## config.mk

```make
export PLATFORM = sky130hd
export DESIGN_NAME = inst_queue_flat
export DESIGN_NICKNAME = d
export VERILOG_FILES = /design/src/rtl/inst_queue_pkg.sv /design/src/rtl/inst_queue_if.sv /design/src/rtl/inst_queue_iq_ptr.sv /design/src/rtl/inst_queue.sv /design/src/flat_wrapper.sv
export SDC_FILE = /design/constraint.sdc
export NUM_CORES = 1
export LEC_CHECK = 0
export CORE_AREA = 2 2 375 284
export CTS_CLUSTER_SIZE = 30
export DETAILED_ROUTE_END_ITERATION = 12
export DIE_AREA = 0 0 377 286
export MAX_ROUTING_LAYER = met4
export SLEW_MARGIN = 40
export SYNTH_ARGS = -nofsm -noshare
export SYNTH_HDL_FRONTEND = slang
export SYNTH_SLANG_ARGS = --single-unit
```

## constraint.sdc

```tcl
create_clock -name clk -period 8.9 [get_ports clk]
set_input_delay 0.89 -clock clk [delete_from_list [all_inputs] [get_ports clk]]
set_output_delay 0.89 -clock clk [all_outputs]
set_load 0.005 [all_outputs]
```

## src/rtl/inst_queue_pkg.sv

```systemverilog
// Shared widths and control encodings for the instruction queue.
package inst_queue_pkg;

  localparam int IQ_XLEN   = 32;
  localparam int IQ_ADDR_W = 4;
  localparam int IQ_DEPTH  = 1 << IQ_ADDR_W;

  // Occupancy update selected each cycle.
  typedef enum logic [1:0] {
    CNT_HOLD = 2'd0,
    CNT_INC  = 2'd1,
    CNT_DEC  = 2'd2,
    CNT_CLR  = 2'd3
  } cnt_op_e;

endpackage

```

## src/rtl/inst_queue_if.sv

```systemverilog
// Fetch-side push channel and decode-side ready/valid pop channel.
interface inst_queue_if #(
  parameter int XLEN = 32
);
  logic            IF_push;
  logic [XLEN-1:0] IF_inst;
  logic [XLEN-1:0] IF_pc;
  logic            IF_pred_taken;
  logic            IF_full;

  logic            ID_ready;
  logic            ID_valid;
  logic [XLEN-1:0] ID_inst;
  logic [XLEN-1:0] ID_pc;
  logic            ID_pred_taken;

  // Fetch/decode side driving the queue.
  modport master (
    output IF_push, IF_inst, IF_pc, IF_pred_taken, ID_ready,
    input  IF_full, ID_valid, ID_inst, ID_pc, ID_pred_taken
  );

  // The queue itself.
  modport slave (
    input  IF_push, IF_inst, IF_pc, IF_pred_taken, ID_ready,
    output IF_full, ID_valid, ID_inst, ID_pc, ID_pred_taken
  );
endinterface

```

## src/rtl/inst_queue_iq_ptr.sv

```systemverilog
// Wrapping queue pointer with increment enable and synchronous clear.
module inst_queue_iq_ptr #(
  parameter int ADDR_W = 4
) (
  input  logic              clk,
  input  logic              rst,
  input  logic              en,
  input  logic              clr,
  output logic [ADDR_W-1:0] ptr
);

  // Clear wins over advance; the power-of-two depth makes wrap implicit.
  always_ff @(posedge clk or negedge rst) begin
    if (!rst)      ptr <= '0;
    else if (clr)  ptr <= '0;
    else if (en)   ptr <= ptr + 1'b1;
  end

endmodule

```

## src/rtl/inst_queue.sv

```systemverilog
// Circular instruction queue between fetch and decode: registered full
// back-pressure, first-word fall-through head, single-cycle flush.
module inst_queue
  import inst_queue_pkg::*;
#(
  parameter int ADDR_W = IQ_ADDR_W,
  parameter int XLEN   = IQ_XLEN
) (
  input  logic              clk,
  input  logic              rst,
  input  logic              rdy,
  input  logic              flush,
  inst_queue_if.slave       bus
);

  localparam int DEPTH = 1 << ADDR_W;
  localparam logic [ADDR_W:0] FULL_CNT = {1'b1, {ADDR_W{1'b0}}};

  logic [XLEN-1:0]   inst_mem [DEPTH];
  logic [XLEN-1:0]   pc_mem   [DEPTH];
  logic              pred_mem [DEPTH];

  logic [ADDR_W-1:0] head;
  logic [ADDR_W-1:0] tail;
  logic [ADDR_W:0]   count;
  logic              full;
  logic              empty;
  logic              flush_fire;
  logic              push_fire;
  logic              pop_fire;
  cnt_op_e           cnt_op;

  // Full/empty come from the count register only, so IF_full has no
  // combinational path from this cycle's push or pop.
  assign full  = (count == FULL_CNT);
  assign empty = (count == '0);

  assign flush_fire = rdy & flush;
  assign push_fire  = rdy & bus.IF_push  & ~full  & ~flush;
  assign pop_fire   = rdy & bus.ID_ready & ~empty & ~flush;

  inst_queue_iq_ptr #(.ADDR_W(ADDR_W)) u_head (
    .clk (clk),
    .rst (rst),
    .en  (pop_fire),
    .clr (flush_fire),
    .ptr (head)
  );

  inst_queue_iq_ptr #(.ADDR_W(ADDR_W)) u_tail (
    .clk (clk),
    .rst (rst),
    .en  (push_fire),
    .clr (flush_fire),
    .ptr (tail)
  );

  // Pick the occupancy update; simultaneous push and pop cancel out.
  always_comb begin
    cnt_op = CNT_HOLD;
    if (flush_fire)                   cnt_op = CNT_CLR;
    else if (push_fire && !pop_fire)  cnt_op = CNT_INC;
    else if (pop_fire && !push_fire)  cnt_op = CNT_DEC;
  end

  // Occupancy register.
  always_ff @(posedge clk or negedge rst) begin
    if (!rst) begin
      count <= '0;
    end else begin
      case (cnt_op)
        CNT_CLR: count <= '0;
        CNT_INC: count <= count + 1'b1;
        CNT_DEC: count <= count - 1'b1;
        default: count <= count;
      endcase
    end
  end

  // Entry storage; contents are meaningless until written, so no reset.
  always_ff @(posedge clk) begin
    if (push_fire) begin
      inst_mem[tail] <= bus.IF_inst;
      pc_mem[tail]   <= bus.IF_pc;
      pred_mem[tail] <= bus.IF_pred_taken;
    end
  end

  assign bus.IF_full       = full;
  assign bus.ID_valid      = ~empty;
  assign bus.ID_inst       = empty ? '0   : inst_mem[head];
  assign bus.ID_pc         = empty ? '0   : pc_mem[head];
  assign bus.ID_pred_taken = empty ? 1'b0 : pred_mem[head];

endmodule

```

## src/flat_wrapper.sv

```systemverilog
// flat-port wrapper written by rule: the top's interface ports become plain ports
module inst_queue_flat import inst_queue_pkg::*;
#(
  parameter int ADDR_W = IQ_ADDR_W,
  parameter int XLEN   = IQ_XLEN
)
  (clk, rst, rdy, flush, bus_IF_push, bus_IF_inst, bus_IF_pc, bus_IF_pred_taken, bus_ID_ready, bus_IF_full, bus_ID_valid, bus_ID_inst, bus_ID_pc, bus_ID_pred_taken);
  inst_queue_if #(.XLEN(XLEN)) bus_i ();
  input  logic clk;
  input  logic rst;
  input  logic rdy;
  input  logic flush;
  input wire logic [$bits(bus_i.IF_push)-1:0] bus_IF_push;
  input wire logic [$bits(bus_i.IF_inst)-1:0] bus_IF_inst;
  input wire logic [$bits(bus_i.IF_pc)-1:0] bus_IF_pc;
  input wire logic [$bits(bus_i.IF_pred_taken)-1:0] bus_IF_pred_taken;
  input wire logic [$bits(bus_i.ID_ready)-1:0] bus_ID_ready;
  output wire logic [$bits(bus_i.IF_full)-1:0] bus_IF_full;
  output wire logic [$bits(bus_i.ID_valid)-1:0] bus_ID_valid;
  output wire logic [$bits(bus_i.ID_inst)-1:0] bus_ID_inst;
  output wire logic [$bits(bus_i.ID_pc)-1:0] bus_ID_pc;
  output wire logic [$bits(bus_i.ID_pred_taken)-1:0] bus_ID_pred_taken;
  assign bus_i.IF_push = bus_IF_push;
  assign bus_i.IF_inst = bus_IF_inst;
  assign bus_i.IF_pc = bus_IF_pc;
  assign bus_i.IF_pred_taken = bus_IF_pred_taken;
  assign bus_i.ID_ready = bus_ID_ready;
  assign bus_IF_full = bus_i.IF_full;
  assign bus_ID_valid = bus_i.ID_valid;
  assign bus_ID_inst = bus_i.ID_inst;
  assign bus_ID_pc = bus_i.ID_pc;
  assign bus_ID_pred_taken = bus_i.ID_pred_taken;
  inst_queue #(.ADDR_W(ADDR_W), .XLEN(XLEN)) u_core (.clk(clk), .rst(rst), .rdy(rdy), .flush(flush), .bus(bus_i));
endmodule
```

==> run metrics, run 1 <==
destination of the worst register-to-register timing path u_core.inst_mem[5][26]$_DFFE_PP_; basic-gate share of the synthesized area counting and, or, nand and nor cells 1.81%; net count after synthesis 1789; relative contribution of sequential cells to total power 43.0%; LEAKAGE 0.0142 uW; quantity of hold-fixing buffers added after cts 0; clock group share of total power 34.1%; Max H-tree Level 3; internal portion of total power 9740 uW; number of placement rows 103; Data required, critical path 8010 ps; largest net degree at the start of global routing 90; largest voltage drop on the vdd net 188 uV; Detailed Place HPWL 46.9 mm; HP Start u_core.u_tail.ptr[0]$_DFFE_PN0P_; run status finished, final reports clean; crit path from u_core.u_head.ptr[0]$_DFFE_PN0P_; router iterations before antenna repair 7; clock tree from TritonCTS yes; total of endpoints with negative setup slack in the final report 0; reg2reg path depth 6; leading cell type in the layout, fill and taps excluded sky130_fd_sc_hd__edfxtp_1; Setup Crit Path Kind reg -> out; number of flops mapped to enable cells by yosys 1040; DRT Wirelength 92.7 mm; post-synthesis xor/xnor area fraction 0.0651%; post-route worst hold slack 597 ps; per-cell via count in the routed design 5.49; setup repair after global routing missed its margin no; final weighted congestion of routability-driven global placement 0.717; number of buffers between clock root and the deepest sink 3; total cell area at the placement stage 43500 sq um; Compound-Gate Fraction of Synth Area 2.10%; skew final 23.6 ps; FFs w/ async S/R, synth 1.23%; top library cells by usage in the layout, fill and taps aside sky130_fd_sc_hd__edfxtp_1 (1040), sky130_fd_sc_hd__mux4_2 (260), sky130_fd_sc_hd__clkdlybuf4s50_1 (137); peak fanout along the critical path 31; worst setup slack for register-to-register paths 5360 ps; crit end category output port; worst skew pair latency 670 ps; Die Span Y 286 um; area share of fa/ha/maj cells after synthesis 0.279%; clk root buf sky130_fd_sc_hd__clkbuf_16; timing-limited maximum frequency 188 MHz; vias in the first global route 19200; Area Growth Syn to Fin 16.4%; clock edge transition at the registers on the reported setup and hold paths 60 ps; post-synthesis cell type count 43; initial core utilization 38.7%; global-route wire length before repair 134 mm; Final Max Slew Viols 0; Die X 377 um; FILL cells 8599; maximum capacitance violations 0; summed instance area of the synthesized netlist 40400 sq um; minimum clock period after layout 5310 ps; total power 13000 uW; final period utilization 59.7%; Sw Share 24.9%; signal arrival time at the worst endpoint 4420 ps; Post-CTS Setup Bufs 0; number of warnings reported in the yosys synthesis log 0; RR Startpoint u_core.count[2]$_DFFE_PN0P_; number of cells upsized or downsized after cts 0; power density over cell area 276 nW/um^2; Tot GR Track Use 17.7%; antenna violations before repair 15; floorplan die area 108000 sq um; hold violation count in the final report 0; net switching component of the power 3230 uW; final instance area 47000 sq um; initial DRC count 2079; via total after detailed routing 18500; dominant combinational cell family by area after synthesis multiplexers; number of I/O port buffers 137; Yosys reg bits 1053; layout cells sized above 1 26.7%; launching element type of the critical path flip-flop; Logic pwr share 22.9%; fraction of the yosys area taken by sequential cells 78.2%; Floorplan Core Area 104000 sq um; multiplexer share of the synthesized area 16.3%; slew at the pin with the worst max-slew slack 850 ps; Tightest Hold Check Type reg -> reg; DRC 0; count of mapped cells out of synthesis 1709; Rel. slew slack 43.3%; I/O pin cnt 138; most common flop cell mapped by yosys sky130_fd_sc_hd__edfxtp_1; number of clock sinks seen by CTS 1053; setup TNS after final layout 0 ps; TritonCTS buffer count 106; number of nets in the finished design 1982; grt ovf 0; post-route ant nets 0; mean post-synth cell area 23.6 sq um; Critical Path Sink bus_ID_inst[31]; average wire length per cell after detail routing 27.5 um
[power by group through the flow]
| stage | clock network, uW | logic [uW] | registers [uW] |
|---|---|---|---|
| final | 4420 | 2970 | 5580 |
| after global routing | 4690 | 3190 | 5580 |
| after CTS | 4500 | 3040 | 5580 |
| after detailed placement | 0 | 3020 | 5680 |
| after global placement | 0 | 3000 | 5680 |
| after floorplan | 0 | 1930 | 5630 |
[critical path, cell delays in order (launching register included)]
cell and delay [ps]:
sky130_fd_sc_hd__dfrtp_4 750, sky130_fd_sc_hd__buf_4 560, sky130_fd_sc_hd__buf_4 650, sky130_fd_sc_hd__mux4_2 580, sky130_fd_sc_hd__mux2_2 280, sky130_fd_sc_hd__a221o_1 390, sky130_fd_sc_hd__clkdlybuf4s50_1 500
[cell type report]
| type | count | area, sq um | share of cell area, % |
|---|---|---|---|
| well taps | 1365 | 1710 | 3.63 |
| repair buffers | 176 | 1810 | 3.86 |
| diodes | 9 | 22.5 | 0.0479 |
| clock buffers | 133 | 2800 | 5.95 |
| flip-flops and latches | 1053 | 31600 | 67.2 |
| clock inverters | 63 | 661 | 1.41 |
| inverters | 11 | 41.3 | 0.0879 |
| multi-input cells | 554 | 8390 | 17.9 |
[registers in the layout, indices dropped and copies added, names as in the netlist]
| register | cells |
|---|---|
| u_core.u_tail.ptr | 4 |
| u_core.inst_mem | 512 |
| u_core.count | 5 |
| u_core.pred_mem | 16 |
| u_core.pc_mem | 512 |
| u_core.u_head.ptr | 4 |
[cell usage after synthesis, types with 2 or more instances]
master	instances	share of area, %
sky130_fd_sc_hd__a211oi_1	2	0.037
sky130_fd_sc_hd__a21oi_1	5	0.062
sky130_fd_sc_hd__a221o_1	64	1.6
sky130_fd_sc_hd__a22o_1	2	0.043
sky130_fd_sc_hd__and2_1	4	0.062
sky130_fd_sc_hd__and3_1	5	0.077
sky130_fd_sc_hd__and4_1	4	0.087
sky130_fd_sc_hd__buf_1	15	0.14
sky130_fd_sc_hd__buf_2	45	0.56
sky130_fd_sc_hd__buf_6	8	0.22
sky130_fd_sc_hd__clkbuf_1	22	0.20
sky130_fd_sc_hd__dfrtp_1	13	0.81
sky130_fd_sc_hd__edfxtp_1	1040	77
sky130_fd_sc_hd__ha_1	9	0.28
sky130_fd_sc_hd__inv_1	11	0.10
sky130_fd_sc_hd__mux2_2	64	1.8
sky130_fd_sc_hd__mux2i_1	2	0.050
sky130_fd_sc_hd__mux4_2	260	15
sky130_fd_sc_hd__nand2_1	13	0.12
sky130_fd_sc_hd__nand3_1	10	0.12
sky130_fd_sc_hd__nor2_1	8	0.074
sky130_fd_sc_hd__nor2b_1	67	1.0
sky130_fd_sc_hd__nor3b_1	4	0.074
sky130_fd_sc_hd__nor4_1	2	0.031
sky130_fd_sc_hd__o211ai_1	2	0.037
sky130_fd_sc_hd__o21ai_0	9	0.11
sky130_fd_sc_hd__o31ai_1	2	0.037
sky130_fd_sc_hd__xor2_1	2	0.043
[metrics by stage]
stage                     instances  util [%]  setup slack, ps
after floorplan                1709         -             1990
after global placement         3154      41.5             4130
after detailed placement       3157      41.6             4150
after CTS                      3353      45.0             3430
after global routing           3364      45.0             3270
final                          3364      45.0             3590
[how the worst min path moves through the flow]
stage          slack, ps  depth (start not counted)                          endpoint
6_report             600                          1  u_core.u_tail.ptr[0]$_DFFE_PN0P_
5_1_grt              640                          1  u_core.u_tail.ptr[0]$_DFFE_PN0P_
4_1_cts              600                          1  u_core.u_tail.ptr[0]$_DFFE_PN0P_
3_5_place_dp         590                          1  u_core.u_tail.ptr[0]$_DFFE_PN0P_
3_3_place_gp         570                          2  u_core.u_tail.ptr[1]$_DFFE_PN0P_
2_1_floorplan        530                          1  u_core.u_tail.ptr[0]$_DFFE_PN0P_
[cells by family (layout without fill, tap and decap cells)]
| group | after synthesis | after routing |
|---|---|---|
| fa+ha+maj | 9 | 9 |
| xor+xnor | 3 | 3 |
| simple gates | 123 | 123 |
| flops | 1053 | 1053 |
| buf+inv | 102 | 383 |
| mux | 326 | 326 |
| other cells | 0 | 9 |
| compound gates | 93 | 93 |
[per-layer routing]
layer	global-route usage, %	share of wire, %
met4	4.13	1.9
met5	-	0
met3	2.92	5.4
met1	24.9	45
met2	27.2	48
Note: power is estimated with default switching activity, not from simulation.
==> run 2, diff against run 1 <==
- clock period: 8.9 -> 5.4 ns (I/O delays scaled with it)
==> run 2 against run 1 <==
Against the previous run:
- critical path depth unchanged
- design area grew 0.11%
- total power rose by 62%
- routed wire length grew 3.4%
- largest cell class unchanged
==> run metrics, run 2 (synthesis gave the netlist of run 1 again) <==
Tightest Hold Check Type in -> async; average wire length per cell after detail routing 28.5 um; LEAKAGE 0.0142 uW; clock tree from TritonCTS yes; leading cell type in the layout, fill and taps excluded sky130_fd_sc_hd__edfxtp_1; slew at the pin with the worst max-slew slack 836 ps; most common cell type on the critical path sky130_fd_sc_hd__buf_12; initial core utilization 38.7%; clock group share of total power 32.6%; final weighted congestion of routability-driven global placement 0.707; final instance area 47000 sq um; router iterations before antenna repair 5; Max stage delay cell, worst path sky130_fd_sc_hd__dfrtp_4; Final Max Slew Viols 0; Floorplan Core Area 104000 sq um; Detailed Place HPWL 51.1 mm; Tot GR Track Use 18.5%; Data required, critical path 4860 ps; RR Startpoint u_core.count[1]$_DFFE_PN0P_; Max H-tree Level 3; clk root buf sky130_fd_sc_hd__clkbuf_16; relative contribution of sequential cells to total power 44.0%; number of nets in the finished design 1992; skew final 27.1 ps; Area Growth Syn to Fin 16.5%; number of placement rows 103; Die X 377 um; number of I/O port buffers 137; signal arrival time at the worst endpoint 3810 ps; number of cells upsized or downsized after cts 0; reg2reg path depth 10; final period utilization 80.6%; DRT Wirelength 95.8 mm; worst setup slack for register-to-register paths 1910 ps; max incr delay on CP 710 ps; Post-CTS Setup Bufs 0; quantity of hold-fixing buffers added after cts 0; maximum capacitance violations 0; top library cells by usage in the layout, fill and taps aside sky130_fd_sc_hd__edfxtp_1 (1040), sky130_fd_sc_hd__mux4_2 (260), sky130_fd_sc_hd__clkdlybuf4s50_1 (137); Setup Crit Path Kind reg -> out; Die Span Y 286 um; dpl cells 3170; total cell area at the placement stage 43800 sq um; post-route ant nets 0; via total after detailed routing 18600; destination of the worst register-to-register timing path u_core.count[4]$_DFFE_PN0P_; Logic pwr share 23.4%; Sw Share 25.2%; worst skew pair latency 690 ps; CP Cell Sequence buf_12 -> buf_12 -> mux4_2 -> mux2_2 -> a221o_1 -> clkdlybuf4s50_1; final core area utilization 45.1%; peak fanout along the critical path 87; I/O pin cnt 138; net switching component of the power 5290 uW; antenna violations before repair 8; power density over cell area 446 nW/um^2; Largest regs u_core.inst_mem (512), u_core.pc_mem (512), u_core.pred_mem (16); crit end category output port; post-route worst hold slack 291 ps; minimum clock period after layout 4350 ps; DRC 0; total of endpoints with negative setup slack in the final report 0; floorplan die area 108000 sq um; hold violation count in the final report 0; largest voltage drop on the vdd net 301 uV; clock edge transition at the registers on the reported setup and hold paths 60 ps; TritonCTS buffer count 104; Finished Layout Cells 3357; layout cells sized above 1 27.0%; setup repair after global routing missed its margin no; grt ovf 0; launching element type of the critical path flip-flop; internal portion of total power 15700 uW; timing-limited maximum frequency 230 MHz; global-route wire length before repair 139 mm; Rel. slew slack 44.3%; vias in the first global route 19400; per-cell via count in the routed design 5.55; number of buffers between clock root and the deepest sink 3; run status finished, final reports clean; largest net degree at the start of global routing 88; number of clock sinks seen by CTS 1053; initial DRC count 1868
==> run 2: layout make-up <==
cell class / count / area, sq um
diodes: 7 / 17.5
clock buffers: 127 / 2730
clock inverters: 52 / 449
fillers: 8610 / 57300
inverters: 11 / 41.3
multi-input cells: 554 / 8390
flip-flops and latches: 1053 / 31600
well taps: 1365 / 1710
repair buffers: 188 / 2140
==> run 2: stage by stage <==
| step | power (uW) | TNS (ps) | setup WS [ps] |
|---|---|---|---|
| 2_1_floorplan | 12500 | -299430 | -1160 |
| 3_3_place_gp | 14300 | 0 | 1650 |
| 3_5_place_dp | 14400 | 0 | 1640 |
| 4_1_cts | 21300 | 0 | 902 |
| 5_1_grt | 21800 | 0 | 797 |
| 6_report | 21000 | 0 | 1050 |
==> run 2: how the worst max path moves through the flow <==
stage                                     start                               to
2_1_floorplan                             flush  u_core.inst_mem[4][0]$_DFFE_PP_
3_3_place_gp   u_core.u_head.ptr[1]$_DFFE_PN0P_                   bus_ID_inst[8]
3_5_place_dp   u_core.u_head.ptr[0]$_DFFE_PN0P_                     bus_ID_pc[4]
4_1_cts        u_core.u_head.ptr[0]$_DFFE_PN0P_                     bus_ID_pc[4]
5_1_grt        u_core.u_head.ptr[0]$_DFFE_PN0P_                     bus_ID_pc[4]
6_report       u_core.u_head.ptr[1]$_DFFE_PN0P_                   bus_ID_inst[8]
==> run 2: worst max-delay path: cells and delay by family, from the launching register on <==
family | cells | cell delay, ps
mux | 2 | 750
flops | 1 | 710
buf+inv | 3 | 1210
compound gates | 1 | 310
==> run 2: per-layer routing <==
metal | global-route usage (%) | routed length, um
met3 | 3.37 | 5070
met4 | 3.57 | 1580
met1 | 26.0 | 43200
met5 | - | 0
met2 | 28.4 | 45900
==> run 2: power by group through the flow <==
stage	Sequential, uW	Combinational (uW)	Clock, uW
finish	9230	4910	6850
global route	9240	5280	7300
CTS	9230	5050	6990
detailed placement	9410	5030	0
global placement	9430	4900	0
floorplan	9280	3180	0
==> run 3, diff against run 2 <==
- clock period: 5.4 -> 3.8 ns (I/O delays scaled with it)
==> run 3 against run 2 <==
Against the previous run:
- sequential share of layout area shrank 0.76 points
- non-clock buffer count grew 45
- clock power grew 41%
- worst setup slack lost 960 ps
- combinational power grew 53%
- largest power group unchanged
- highest routed layer unchanged
==> run metrics, run 3 (synthesis gave the netlist of run 1 again) <==
run status finished, final reports clean; worst setup slack for register-to-register paths 350 ps; initial DRC count 1850; Critical Path Sink bus_ID_pc[20]; maximum capacitance violations 0; grt ovf 0; number of I/O port buffers 137; FILL cells 8612; RR Startpoint u_core.count[1]$_DFFE_PN0P_; setup repair after global routing missed its margin yes; crit end category output port; Finished Layout Cells 3410; largest net degree at the start of global routing 57; timing-limited maximum frequency 270 MHz; clock edge transition at the registers on the reported setup and hold paths 60 ps; vias in the first global route 19800; worst skew pair latency 700 ps; post-route ant nets 0; Die Span Y 286 um; hold violation count in the final report 0; skew final 23.6 ps; largest voltage drop on the vdd net 439 uV; average wire length per cell after detail routing 27.6 um; Floorplan Core Area 104000 sq um; Max H-tree Level 3; final weighted congestion of routability-driven global placement 0.741; DRC 0; I/O pin cnt 138; clock tree from TritonCTS yes; peak fanout along the critical path 28; per-cell via count in the routed design 5.54; Largest regs u_core.inst_mem (512), u_core.pc_mem (512), u_core.pred_mem (16); quantity of hold-fixing buffers added after cts 0; Detailed Place HPWL 51.1 mm; Worst Setup Slack, final 91.1 ps; footprint of the multi-input gates 8420 sq um; Rel. slew slack 52.9%; TritonCTS buffer count 104; Tot GR Track Use 18.1%; pre-CTS WS 350 ps; number of nets in the finished design 2037; initial core utilization 38.7%; number of buffers between clock root and the deepest sink 3; power density over cell area 634 nW/um^2; final period utilization 97.6%; Data required, critical path 3420 ps; launching element type of the critical path flip-flop; dpl cells 3203; layout cells sized above 1 28.8%; total power 30200 uW; clk root buf sky130_fd_sc_hd__clkbuf_16; number of clock sinks seen by CTS 1053; slew at the pin with the worst max-slew slack 707 ps; floorplan die area 108000 sq um; router iterations before antenna repair 7; crit path from u_core.count[1]$_DFFE_PN0P_; minimum clock period after layout 3710 ps; Tightest Hold Check Type in -> async; top library cells by usage in the layout, fill and taps aside sky130_fd_sc_hd__edfxtp_1 (1040), sky130_fd_sc_hd__mux4_2 (260), sky130_fd_sc_hd__clkdlybuf4s50_1 (132); destination of the worst register-to-register timing path u_core.count[4]$_DFFE_PN0P_; global-route wire length before repair 137 mm; Setup Crit Path Kind reg -> out; Final Max Slew Viols 0; Area Growth Syn to Fin 17.9%; LEAKAGE 0.0145 uW; register area 31600 sq um; leading cell type in the layout, fill and taps excluded sky130_fd_sc_hd__edfxtp_1; DRT Wirelength 94.0 mm; setup TNS after final layout 0 ps; reg2reg path depth 10; signal arrival time at the worst endpoint 3330 ps; Die X 377 um; via total after detailed routing 18900; antenna violations before repair 1; number of placement rows 103; total of endpoints with negative setup slack in the final report 0
-- run 3: repair_timing --
item                                   CTS  global route
pin swaps                                5             1
setup buffers                           10             3
setup endpoints to repair               57            32
endpoints found under the hold margin    0             0
resized for setup                       12            11
-- run 3: layout make-up --
type	count	share of cell area [%]
Inverter	11	0.0868
Sequential cell	1053	66.3
Multi-Input combinational cell	554	17.7
Clock buffer	140	5.89
Clock inverter	50	0.781
Tap cell	1365	3.59
Antenna cell	4	0.0210
Timing Repair Buffer	233	5.60
-- run 3: metrics by stage --
stage                     util [%]  hold WS (ps)  area, sq um
after CTS                     45.5          34.0        47500
final                         45.6          87.8        47600
after detailed placement      42.3           603        44200
after floorplan                  -          84.4        40400
after global placement        42.3           560        44200
after global routing          45.6          86.5        47600
-- run 3: how the worst min path moves through the flow --
stage / start / end / slack [ps] / cells after the start
2_1_floorplan: rst / u_core.count[0]$_DFFE_PN0P_ / 80 / 0
3_3_place_gp: u_core.u_tail.ptr[1]$_DFFE_PN0P_ / u_core.u_tail.ptr[1]$_DFFE_PN0P_ / 560 / 2
3_5_place_dp: u_core.u_tail.ptr[0]$_DFFE_PN0P_ / u_core.u_tail.ptr[0]$_DFFE_PN0P_ / 600 / 1
4_1_cts: rst / u_core.u_tail.ptr[0]$_DFFE_PN0P_ / 30 / 1
5_1_grt: rst / u_core.count[1]$_DFFE_PN0P_ / 90 / 1
6_report: rst / u_core.u_tail.ptr[0]$_DFFE_PN0P_ / 90 / 1
-- run 3: critical path: stages, from the launching register on --
cell,delay (ps)
sky130_fd_sc_hd__dfrtp_2,470
sky130_fd_sc_hd__or4_4,560
sky130_fd_sc_hd__nor2_4,170
sky130_fd_sc_hd__buf_4,150
sky130_fd_sc_hd__nor2_4,40
sky130_fd_sc_hd__buf_12,180
sky130_fd_sc_hd__buf_12,200
sky130_fd_sc_hd__a221o_1,360
sky130_fd_sc_hd__clkdlybuf4s50_1,470
-- run 3: routing by layer --
layer / GRT usage, % / wire length [um] / vias to the layer above
met4: 3.86 / 1520 / 0
met2: 27.1 / 44000 / 594
met3: 2.87 / 5070 / 126
met1: 26.5 / 43400 / 10300
li1: - / - / 7839
met5: - / 0 / -
-- run 3: power breakdown --
group | internal, uW | switching (uW)
combinational | 4220 | 3280
sequential | 12900 | 88.9
clock | 5380 | 4290
